**src/rtl/seq_alu_pkg.sv**
```systemverilog
// Shared opcode/state enums and constants for seq_alu.
// SEQ_ALU_DIV_EN adds the DIV/FIX states and routes op 15 to the divider.
package alu_pkg;
    localparam int OP_W = 4;

    typedef enum logic [OP_W-1:0] {
        OP_ADD   = 4'd0,
        OP_SUB   = 4'd1,
        OP_AND   = 4'd2,
        OP_OR    = 4'd3,
        OP_SLT   = 4'd4,
        OP_SLTU  = 4'd5,
        OP_XOR   = 4'd6,
        OP_NOR   = 4'd7,
        OP_SLL   = 4'd8,
        OP_SRL   = 4'd9,
        OP_SRA   = 4'd10,
        OP_MFHI  = 4'd11,
        OP_MFLO  = 4'd12,
        OP_MULT  = 4'd13,
        OP_MULTU = 4'd14,
        OP_DIV   = 4'd15
    } opcode_e;

    typedef enum logic [1:0] {
        S_IDLE = 2'd0,
        S_MUL  = 2'd1
`ifdef SEQ_ALU_DIV_EN
        ,
        S_DIV  = 2'd2,
        S_FIX  = 2'd3
`endif
    } state_e;

    // Ops that hand off to the iterative datapath instead of finishing in one cycle.
    function automatic logic is_muldiv(opcode_e op);
`ifdef SEQ_ALU_DIV_EN
        return (op == OP_MULT) || (op == OP_MULTU) || (op == OP_DIV);
`else
        return (op == OP_MULT) || (op == OP_MULTU);
`endif
    endfunction
endpackage

```
**src/rtl/seq_alu_if.sv**
```systemverilog
// Request/result bundle of seq_alu; master drives requests, slave is the ALU.
interface seq_alu_if #(
    parameter int WIDTH = 32
);
    // A request transfers on a rising edge with in_valid && in_ready; requests seen
    // while in_ready is low are dropped. out_valid is a one-cycle pulse, no backpressure.
    logic                     in_valid;
    logic                     in_ready;
    logic [alu_pkg::OP_W-1:0] op;
    logic [WIDTH-1:0]         a;
    logic [WIDTH-1:0]         b;
    logic                     out_valid;
    logic [WIDTH-1:0]         result;
    logic [WIDTH-1:0]         hi;
    logic [WIDTH-1:0]         lo;
    logic                     zero;
    logic                     overflow;

    modport master (
        output in_valid, op, a, b,
        input  in_ready, out_valid, result, hi, lo, zero, overflow
    );

    modport slave (
        input  in_valid, op, a, b,
        output in_ready, out_valid, result, hi, lo, zero, overflow
    );
endinterface

```
**src/rtl/seq_alu_muldiv.sv**
```systemverilog
// Iterative multiply (shift-add, one bit per cycle) and optional restoring divider.
// The divider and its DIV/FIX states exist only with SEQ_ALU_DIV_EN defined.
module seq_alu_muldiv
    import alu_pkg::*;
#(
    parameter int WIDTH = 32
) (
    input  logic             clk,
    input  logic             rst,
    input  logic             start_i,
    input  opcode_e          op_i,
    input  logic [WIDTH-1:0] a_i,
    input  logic [WIDTH-1:0] b_i,
    output state_e           state_o,
    output logic             fin_o,
    output logic [WIDTH-1:0] hi_o,
    output logic [WIDTH-1:0] lo_o,
    output logic             ovf_o
);
    localparam int            CW   = $clog2(WIDTH);
    localparam logic [CW-1:0] LAST = CW'(WIDTH - 1);

    state_e           state_q;
    logic [CW-1:0]    cnt_q;
    logic [WIDTH:0]   acc_q;
    logic [WIDTH-1:0] lo_q;
    logic [WIDTH-1:0] opd_q;
    logic             sgn_q;
    logic             last;

    logic [WIDTH:0]   m_add;
    logic [WIDTH:0]   m_sum;
    logic [WIDTH:0]   m_acc_d;
    logic [WIDTH-1:0] m_lo_d;

    assign last    = (cnt_q == LAST);
    assign state_o = state_q;

    // Signed multiply: the multiplier MSB carries weight -2^(W-1), so the last step subtracts.
    always_comb begin
        m_add = sgn_q ? {opd_q[WIDTH-1], opd_q} : {1'b0, opd_q};
        if (!lo_q[0]) begin
            m_sum = acc_q;
        end else if (sgn_q && last) begin
            m_sum = acc_q - m_add;
        end else begin
            m_sum = acc_q + m_add;
        end
        m_acc_d = {sgn_q & m_sum[WIDTH], m_sum[WIDTH:1]};
        m_lo_d  = {m_sum[0], lo_q[WIDTH-1:1]};
    end

`ifdef SEQ_ALU_DIV_EN
    logic             qneg_q;
    logic             rneg_q;
    logic             dz_q;
    logic             dovf_q;
    logic [WIDTH:0]   d_sh;
    logic [WIDTH:0]   d_diff;
    logic [WIDTH:0]   d_acc_d;
    logic [WIDTH-1:0] d_lo_d;
    logic [WIDTH-1:0] q_fix;
    logic [WIDTH-1:0] r_fix;
    logic [WIDTH-1:0] a_mag;
    logic [WIDTH-1:0] b_mag;

    always_comb begin
        d_sh    = {acc_q[WIDTH-1:0], lo_q[WIDTH-1]};
        d_diff  = d_sh - {1'b0, opd_q};
        d_acc_d = d_diff[WIDTH] ? d_sh : d_diff;
        d_lo_d  = {lo_q[WIDTH-2:0], ~d_diff[WIDTH]};
        q_fix   = qneg_q ? -lo_q : lo_q;
        r_fix   = rneg_q ? -acc_q[WIDTH-1:0] : acc_q[WIDTH-1:0];
        a_mag   = a_i[WIDTH-1] ? -a_i : a_i;
        b_mag   = b_i[WIDTH-1] ? -b_i : b_i;
    end
`endif

    always_comb begin
        fin_o = 1'b0;
        hi_o  = m_acc_d[WIDTH-1:0];
        lo_o  = m_lo_d;
        ovf_o = 1'b0;
        if ((state_q == S_MUL) && last) begin
            fin_o = 1'b1;
        end
`ifdef SEQ_ALU_DIV_EN
        // A zero divisor leaves the remainder equal to a; only the quotient needs forcing.
        if (state_q == S_FIX) begin
            fin_o = 1'b1;
            hi_o  = r_fix;
            lo_o  = dz_q ? '1 : q_fix;
            ovf_o = dovf_q;
        end
`endif
    end

    always_ff @(posedge clk) begin
        if (rst) begin
            state_q <= S_IDLE;
            cnt_q   <= '0;
            acc_q   <= '0;
            lo_q    <= '0;
            opd_q   <= '0;
            sgn_q   <= 1'b0;
`ifdef SEQ_ALU_DIV_EN
            qneg_q  <= 1'b0;
            rneg_q  <= 1'b0;
            dz_q    <= 1'b0;
            dovf_q  <= 1'b0;
`endif
        end else begin
            case (state_q)
                S_IDLE: begin
                    if (start_i) begin
                        cnt_q <= '0;
                        acc_q <= '0;
`ifdef SEQ_ALU_DIV_EN
                        if (op_i == OP_DIV) begin
                            state_q <= S_DIV;
                            lo_q    <= a_mag;
                            opd_q   <= b_mag;
                            qneg_q  <= a_i[WIDTH-1] ^ b_i[WIDTH-1];
                            rneg_q  <= a_i[WIDTH-1];
                            dz_q    <= (b_i == '0);
                            dovf_q  <= (a_i == {1'b1, {(WIDTH-1){1'b0}}}) && (b_i == '1);
                        end else
`endif
                        begin
                            state_q <= S_MUL;
                            lo_q    <= b_i;
                            opd_q   <= a_i;
                            sgn_q   <= (op_i == OP_MULT);
                        end
                    end
                end
                S_MUL: begin
                    acc_q <= m_acc_d;
                    lo_q  <= m_lo_d;
                    cnt_q <= cnt_q + CW'(1);
                    if (last) begin
                        state_q <= S_IDLE;
                    end
                end
`ifdef SEQ_ALU_DIV_EN
                S_DIV: begin
                    acc_q <= d_acc_d;
                    lo_q  <= d_lo_d;
                    cnt_q <= cnt_q + CW'(1);
                    if (last) begin
                        state_q <= S_FIX;
                    end
                end
                S_FIX: begin
                    state_q <= S_IDLE;
                end
`endif
                default: begin
                    state_q <= S_IDLE;
                end
            endcase
        end
    end
endmodule

```
**src/rtl/seq_alu.sv**
```systemverilog
// Sequential MIPS-style ALU: single-cycle ops here, MULT/MULTU/DIV in seq_alu_muldiv.
// SEQ_ALU_DIV_EN enables the divider; without it op 15 returns 0 with overflow set.
module seq_alu
    import alu_pkg::*;
#(
    parameter int WIDTH = 32
) (
    input logic      clk,
    input logic      rst,
    seq_alu_if.slave bus
);
    localparam int SHW = $clog2(WIDTH);

    opcode_e          op;
    logic             accept;
    logic             single;
    state_e           md_state;
    logic             md_fin;
    logic             md_ovf;
    logic [WIDTH-1:0] md_hi;
    logic [WIDTH-1:0] md_lo;

    logic [WIDTH-1:0] sum;
    logic [WIDTH-1:0] dif;
    logic [SHW-1:0]   sh;
    logic [WIDTH-1:0] alu_res;
    logic             alu_ovf;

    logic [WIDTH-1:0] result_q, result_d;
    logic [WIDTH-1:0] hi_q, hi_d;
    logic [WIDTH-1:0] lo_q, lo_d;
    logic             zero_q, zero_d;
    logic             ovf_q, ovf_d;
    logic             out_valid_q, out_valid_d;

    assign op           = opcode_e'(bus.op);
    assign bus.in_ready = (md_state == S_IDLE) && !rst;
    assign accept       = bus.in_valid && bus.in_ready;
    assign single       = !is_muldiv(op);

    seq_alu_muldiv #(
        .WIDTH(WIDTH)
    ) u_muldiv (
        .clk     (clk),
        .rst     (rst),
        .start_i (accept && !single),
        .op_i    (op),
        .a_i     (bus.a),
        .b_i     (bus.b),
        .state_o (md_state),
        .fin_o   (md_fin),
        .hi_o    (md_hi),
        .lo_o    (md_lo),
        .ovf_o   (md_ovf)
    );

    assign sum = bus.a + bus.b;
    assign dif = bus.a - bus.b;
    assign sh  = bus.b[SHW-1:0];

    always_comb begin
        alu_res = '0;
        alu_ovf = 1'b0;
        case (op)
            OP_ADD: begin
                alu_res = sum;
                alu_ovf = (bus.a[WIDTH-1] == bus.b[WIDTH-1]) && (sum[WIDTH-1] != bus.a[WIDTH-1]);
            end
            OP_SUB: begin
                alu_res = dif;
                alu_ovf = (bus.a[WIDTH-1] != bus.b[WIDTH-1]) && (dif[WIDTH-1] != bus.a[WIDTH-1]);
            end
            OP_AND:  alu_res = bus.a & bus.b;
            OP_OR:   alu_res = bus.a | bus.b;
            OP_SLT:  alu_res = {{(WIDTH-1){1'b0}}, ($signed(bus.a) < $signed(bus.b))};
            OP_SLTU: alu_res = {{(WIDTH-1){1'b0}}, (bus.a < bus.b)};
            OP_XOR:  alu_res = bus.a ^ bus.b;
            OP_NOR:  alu_res = ~(bus.a | bus.b);
            OP_SLL:  alu_res = bus.a << sh;
            OP_SRL:  alu_res = bus.a >> sh;
            OP_SRA:  alu_res = $unsigned($signed(bus.a) >>> sh);
            OP_MFHI: alu_res = hi_q;
            OP_MFLO: alu_res = lo_q;
`ifndef SEQ_ALU_DIV_EN
            OP_DIV:  alu_ovf = 1'b1;
`endif
            default: begin
                alu_res = '0;
                alu_ovf = 1'b0;
            end
        endcase
    end

    // accept needs IDLE and md_fin needs a busy state, so the two branches never collide.
    always_comb begin
        out_valid_d = 1'b0;
        result_d    = result_q;
        zero_d      = zero_q;
        ovf_d       = ovf_q;
        hi_d        = hi_q;
        lo_d        = lo_q;
        if (accept && single) begin
            out_valid_d = 1'b1;
            result_d    = alu_res;
            zero_d      = (alu_res == '0);
            ovf_d       = alu_ovf;
        end else if (md_fin) begin
            out_valid_d = 1'b1;
            result_d    = md_lo;
            zero_d      = (md_lo == '0);
            ovf_d       = md_ovf;
            hi_d        = md_hi;
            lo_d        = md_lo;
        end
    end

    always_ff @(posedge clk) begin
        if (rst) begin
            out_valid_q <= 1'b0;
            result_q    <= '0;
            zero_q      <= 1'b1;
            ovf_q       <= 1'b0;
            hi_q        <= '0;
            lo_q        <= '0;
        end else begin
            out_valid_q <= out_valid_d;
            result_q    <= result_d;
            zero_q      <= zero_d;
            ovf_q       <= ovf_d;
            hi_q        <= hi_d;
            lo_q        <= lo_d;
        end
    end

    assign bus.out_valid = out_valid_q;
    assign bus.result    = result_q;
    assign bus.zero      = zero_q;
    assign bus.overflow  = ovf_q;
    assign bus.hi        = hi_q;
    assign bus.lo        = lo_q;
endmodule

```
**src/flat_wrapper.sv**
```systemverilog
// flat-port wrapper written by rule: the top's interface ports become plain ports
module seq_alu_flat import alu_pkg::*;
#(
    parameter int WIDTH = 32
)
  (clk, rst, bus_in_valid, bus_op, bus_a, bus_b, bus_in_ready, bus_out_valid, bus_result, bus_hi, bus_lo, bus_zero, bus_overflow);
  seq_alu_if #(.WIDTH(WIDTH)) bus_i ();
  input logic clk;
  input logic rst;
  input wire logic [$bits(bus_i.in_valid)-1:0] bus_in_valid;
  input wire logic [$bits(bus_i.op)-1:0] bus_op;
  input wire logic [$bits(bus_i.a)-1:0] bus_a;
  input wire logic [$bits(bus_i.b)-1:0] bus_b;
  output wire logic [$bits(bus_i.in_ready)-1:0] bus_in_ready;
  output wire logic [$bits(bus_i.out_valid)-1:0] bus_out_valid;
  output wire logic [$bits(bus_i.result)-1:0] bus_result;
  output wire logic [$bits(bus_i.hi)-1:0] bus_hi;
  output wire logic [$bits(bus_i.lo)-1:0] bus_lo;
  output wire logic [$bits(bus_i.zero)-1:0] bus_zero;
  output wire logic [$bits(bus_i.overflow)-1:0] bus_overflow;
  assign bus_i.in_valid = bus_in_valid;
  assign bus_i.op = bus_op;
  assign bus_i.a = bus_a;
  assign bus_i.b = bus_b;
  assign bus_in_ready = bus_i.in_ready;
  assign bus_out_valid = bus_i.out_valid;
  assign bus_result = bus_i.result;
  assign bus_hi = bus_i.hi;
  assign bus_lo = bus_i.lo;
  assign bus_zero = bus_i.zero;
  assign bus_overflow = bus_i.overflow;
  seq_alu #(.WIDTH(WIDTH)) u_core (.clk(clk), .rst(rst), .bus(bus_i));
endmodule
```
**config.mk**
```make
export PLATFORM = sky130hd
export DESIGN_NAME = seq_alu_flat
export DESIGN_NICKNAME = d
export VERILOG_FILES = /design/src/rtl/seq_alu_pkg.sv /design/src/rtl/seq_alu_if.sv /design/src/rtl/seq_alu_muldiv.sv /design/src/rtl/seq_alu.sv /design/src/flat_wrapper.sv
export SDC_FILE = /design/constraint.sdc
export NUM_CORES = 1
export LEC_CHECK = 0
export BUFFER_PORTS_ARGS = -buffer_cell sky130_fd_sc_hd__buf_4
export CAP_MARGIN = 10
export CORE_AREA = 2 2 253 255
export DETAILED_ROUTE_END_ITERATION = 8
export DIE_AREA = 0 0 255 257
export GPL_TIMING_DRIVEN = 0
export HOLD_SLACK_MARGIN = 0.02
export PLACE_DENSITY = 0.55
export SKIP_LAST_GASP = 1
export SYNTH_ARGS = -nofsm -noshare
export SYNTH_HDL_FRONTEND = slang
export SYNTH_HIERARCHICAL = 1
export SYNTH_SLANG_ARGS = --single-unit
```
**constraint.sdc**
```tcl
create_clock -name clk -period 7.6 [get_ports clk]
set_input_delay 2.28 -clock clk [delete_from_list [all_inputs] [get_ports clk]]
set_output_delay 2.28 -clock clk [all_outputs]
set_load 0.1 [all_outputs]
```
==> metrics.md <==
| Metric | Value |
|---|---|
| Clock Latency Late Sink | `between 500 and 600 ps` |
| Routability cong. | `1.09` |
| Fin. Hold Viols | `0` |
| Required time of the worst setup path | `8020 ps` |
| Final setup vio count | `1` |
| Chip width | `255 um` |
| Worst-Margin Slew | `between 1000 and 1500 ps` |
| Clk root buf | `clkbuf_16` |
| Slowest cell on the critical path | `o31ai_2` |
| Fin crit share | `1.00` |
| Die Ht | `257 um` |
| DP HPWL | `112,000 um` |
| Final nets | `3,415` |
| Multi-input gate area | `16,300 um2` |
| Final WL | `137,000 um` |
| Async S/R FF share, synth | `0` |
| Overall routing resource usage | `0.407` |
| Input/output buffers | `169` |
| Static Leak | `10.0 nW` |
| Post-synth EDFFs | `0` |
| Io pins | `171` |
| Number of global-route vias before repair | `24,000` |
| Failing checks | `negative setup slack` |
| RSZ-0062 raised after global routing | `false` |
| Top cell by count, worst path | `buf_4` |
| Buf/Inv on CP | `7` |
| Max_cap viols | `0` |
| Vias | `25,900` |
| Slew Limit Headroom | `0.0533` |
| Setup clock skew after layout | `9.35 ps` |
| Register area share after synthesis | `0.186` |
| Area after DPL | `24,300 um2` |
| Hold_ws | `about 500 ps` |
| Cells after Synth | `2,993` |
| CTS Buf Count | `22` |
| CP endpoint kind | `register` |
| Fill cells | `slightly below 7,000` |
| Fmax | `0.131 GHz` |
| CTS max path bufs | `3` |
| Standard-cell rows | `a little over 90` |
| Total iterations of the first detailed-routing run | `7` |
| Avg WL per Cell | `33.8 um` |
| Clk slew on worst S/H paths | `60 ps` |
| Die ar. | `65,500 um2` |
| Finished Cell Area | `25,200 um2` |
| Ys flop type | `dfxtp_1` |
| H-tree depth | `1` |
| Outcome | `finished, violations left` |
| DR iter-0 viols | `between 3,000 and 4,000` |
| Reg2reg path depth | `17` |
| DR DRC count | `0` |
| M2 GR Usage | `0.598` |
| GR peak layer | `met2` |
| Global-route wire length before repair | `between 150,000 and 200,000 um` |
| Yosys warns | `6` |
| CTS tree | `built` |
| CTS Hold Bufs | `0` |
| Finished Core Util | `0.401` |
| Share of cells above drive strength 1 | `0.130` |
| Worst VDD drop | `0.168 mV` |
| Initial antenna violation count | `6` |
| Count of unique library cells instantiated by Yosys | `98` |
| Final Max Slew Viols | `0` |
| PwrDens | `148 nW/um2` |
| Crit Path Max Fanout | `20` |
| CP Launch Type | `input pin` |
| Post-Syn Area | `21,800 um2` |
| Area delta synth->final | `15.1%` |
| Core box area | `62,700 um2` |
| Starting Density | `0.348` |
| Critical path depth | `19` |
| Cell chain of the critical path | `buf_4 > buf_2 > inv_2 > clkbuf_4 > buf_4 > ha_1 > clkbuf_1 > nand2b_1 > o211ai_1 > buf_4 > a211oi_1 > nor3_2 > o31ai_2 > a41oi_1 > a31oi_2 > o211ai_1 > nor4_1 > nand4b_1 > o41ai_2` |
| Setup CP Type | `input pin to register` |
| Flops & latches, synth | `approximately 200` |
| TNS Setup | `-5.81 ps` |
| Fin crit period | `roughly 7600 ps` |
| Clock net sink count | `203` |
| Largest net degree at the start of global routing | `21` |
| Critical Path Max Stage Delay | `roughly 530 ps` |
| Final ANT Viol Nets | `0` |
| Hold Crit Depth | `2` |
| Worst Hold Class | `register to register` |
| Final setup margin | `-5.81 ps` |
| Grt met1 use | `0.556` |
| Met3 Usage GRT | `0.0966` |
| Worst path top cell family by delay | `compound AO/OA/AOI/OAI gates` |
| Syn Area/Cell | `7.30 um2` |
| Reg area | `4060 um2` |
| Global route overflow | `0` |
| Number of vias per cell | `6.40` |
| WP data arrival | `8030 ps` |
[timing repair]
action | 4_1_cts | 5_1_grt
hold endpoints to repair | 0 | 0
pin swaps | 1 | 1
endpoints found under the setup margin | 27 | 1
buffers inserted | 1 | 0
resized for setup | 9 | 13
[cell usage after synthesis, types with 40 or more instances]
library cell / number / share of area
ha_1: 147 / 0.084
nand2_1: 394 / 0.068
xnor2_1: 51 / 0.020
o21ai_0: 111 / 0.025
clkbuf_1: 161 / 0.028
nand3_1: 67 / 0.015
dfxtp_1: 203 / 0.19
a22oi_1: 40 / 0.014
mux2_2: 44 / 0.023
mux2i_1: 142 / 0.065
nor3_1: 61 / 0.014
inv_1: 119 / 0.020
a21oi_1: 316 / 0.072
nor2_1: 284 / 0.049
[state kept, by name, summed over array words and instances, names as in the netlist]
signal                   count
u_core/u_muldiv/acc_q       33
u_core/bus.hi               32
u_core/bus.lo               32
u_core/bus.result           32
u_core/u_muldiv/lo_q        32
u_core/u_muldiv/opd_q       32
u_core/u_muldiv/cnt_q        5
u_core/bus.out_valid         1
u_core/bus.overflow          1
u_core/bus.zero              1
u_core/u_muldiv/sgn_q        1
u_core/u_muldiv/state_o      1
[placed cells by master (no fill, tap or decap), types with 28 or more instances in the layout]
cell,n
nand2_1,394
a21oi_1,314
nor2_1,283
buf_4,216
dfxtp_1,203
clkbuf_1,164
ha_1,147
mux2i_1,142
inv_1,119
o21ai_0,111
nand3_1,67
nor3_1,58
xnor2_1,51
mux2_2,44
a22oi_1,40
xor2_1,38
nand4_1,37
o22ai_1,36
a211oi_1,35
nor4_1,32
buf_2,31
and3_1,31
o211ai_1,28
[cells by family after synthesis]
kind of cell,share of synthesized area
AOI/OAI and AO/OA,0.269
xor gates and xnor gates,0.0357
adders and majority gates,0.0869
buffers and inverters,0.0755
DFF,0.186
muxes,0.123
other,0.000172
and+or+nand+nor,0.224
[final cells by class]
class,count,share of cell area
clock buffer,33,0.0260
antenna,2,0.000199
tap,846,0.0421
timing repair buffer,180,0.0536
clock inverter,6,0.00363
inverter,126,0.0188
sequential,203,0.162
buffer,252,0.0467
multi-input combinational,2409,0.647
[worst min-delay path, cell delays in order (launching register included)]
cell     delay [ps]
dfxtp_1         330
nand2_1          60
a21oi_1          60
[layer usage]
metal	routed length, um	part of all wire
met1	57100	0.42
met2	57300	0.42
met3	15300	0.11
met4	7410	0.054
met5	11	0.000080
[power breakdown]
group	switching [mW]	internal (mW)	total [mW]	leakage [nW]
clock	0.471	0.664	1.13	0.364
sequential	0.00961	1.07	1.08	1.64
combinational	1.07	0.448	1.51	8.05
[path summary, 6_finish.rpt]
check,startpoint,endpoint,slack [ps]
max,bus_b[3],u_core/bus.zero$_SDFFE_PP1P_,-6
min,u_core/u_muldiv/opd_q[29]$_SDFFE_PP0P_,u_core/u_muldiv/opd_q[29]$_SDFFE_PP0P_,500
max reg2reg,u_core/u_muldiv/cnt_q[0]$_SDFFE_PP0P_,u_core/bus.hi[29]$_SDFFE_PP0P_,2480
min reg2reg,u_core/u_muldiv/opd_q[29]$_SDFFE_PP0P_,u_core/u_muldiv/opd_q[29]$_SDFFE_PP0P_,500
[stage by stage]
step | power, mW | cells | setup slack (ps)
detailed placement | 2.54 | 4017 | -2190
global placement | 2.55 | 4009 | -2990
finish | 3.73 | 4057 | -5.81
global route | 3.84 | 4055 | 7.10
CTS | 3.67 | 4055 | 9.89
floorplan | 1.96 | 2994 | 699
No activity file was read; power rests on OpenSTA's default activity.
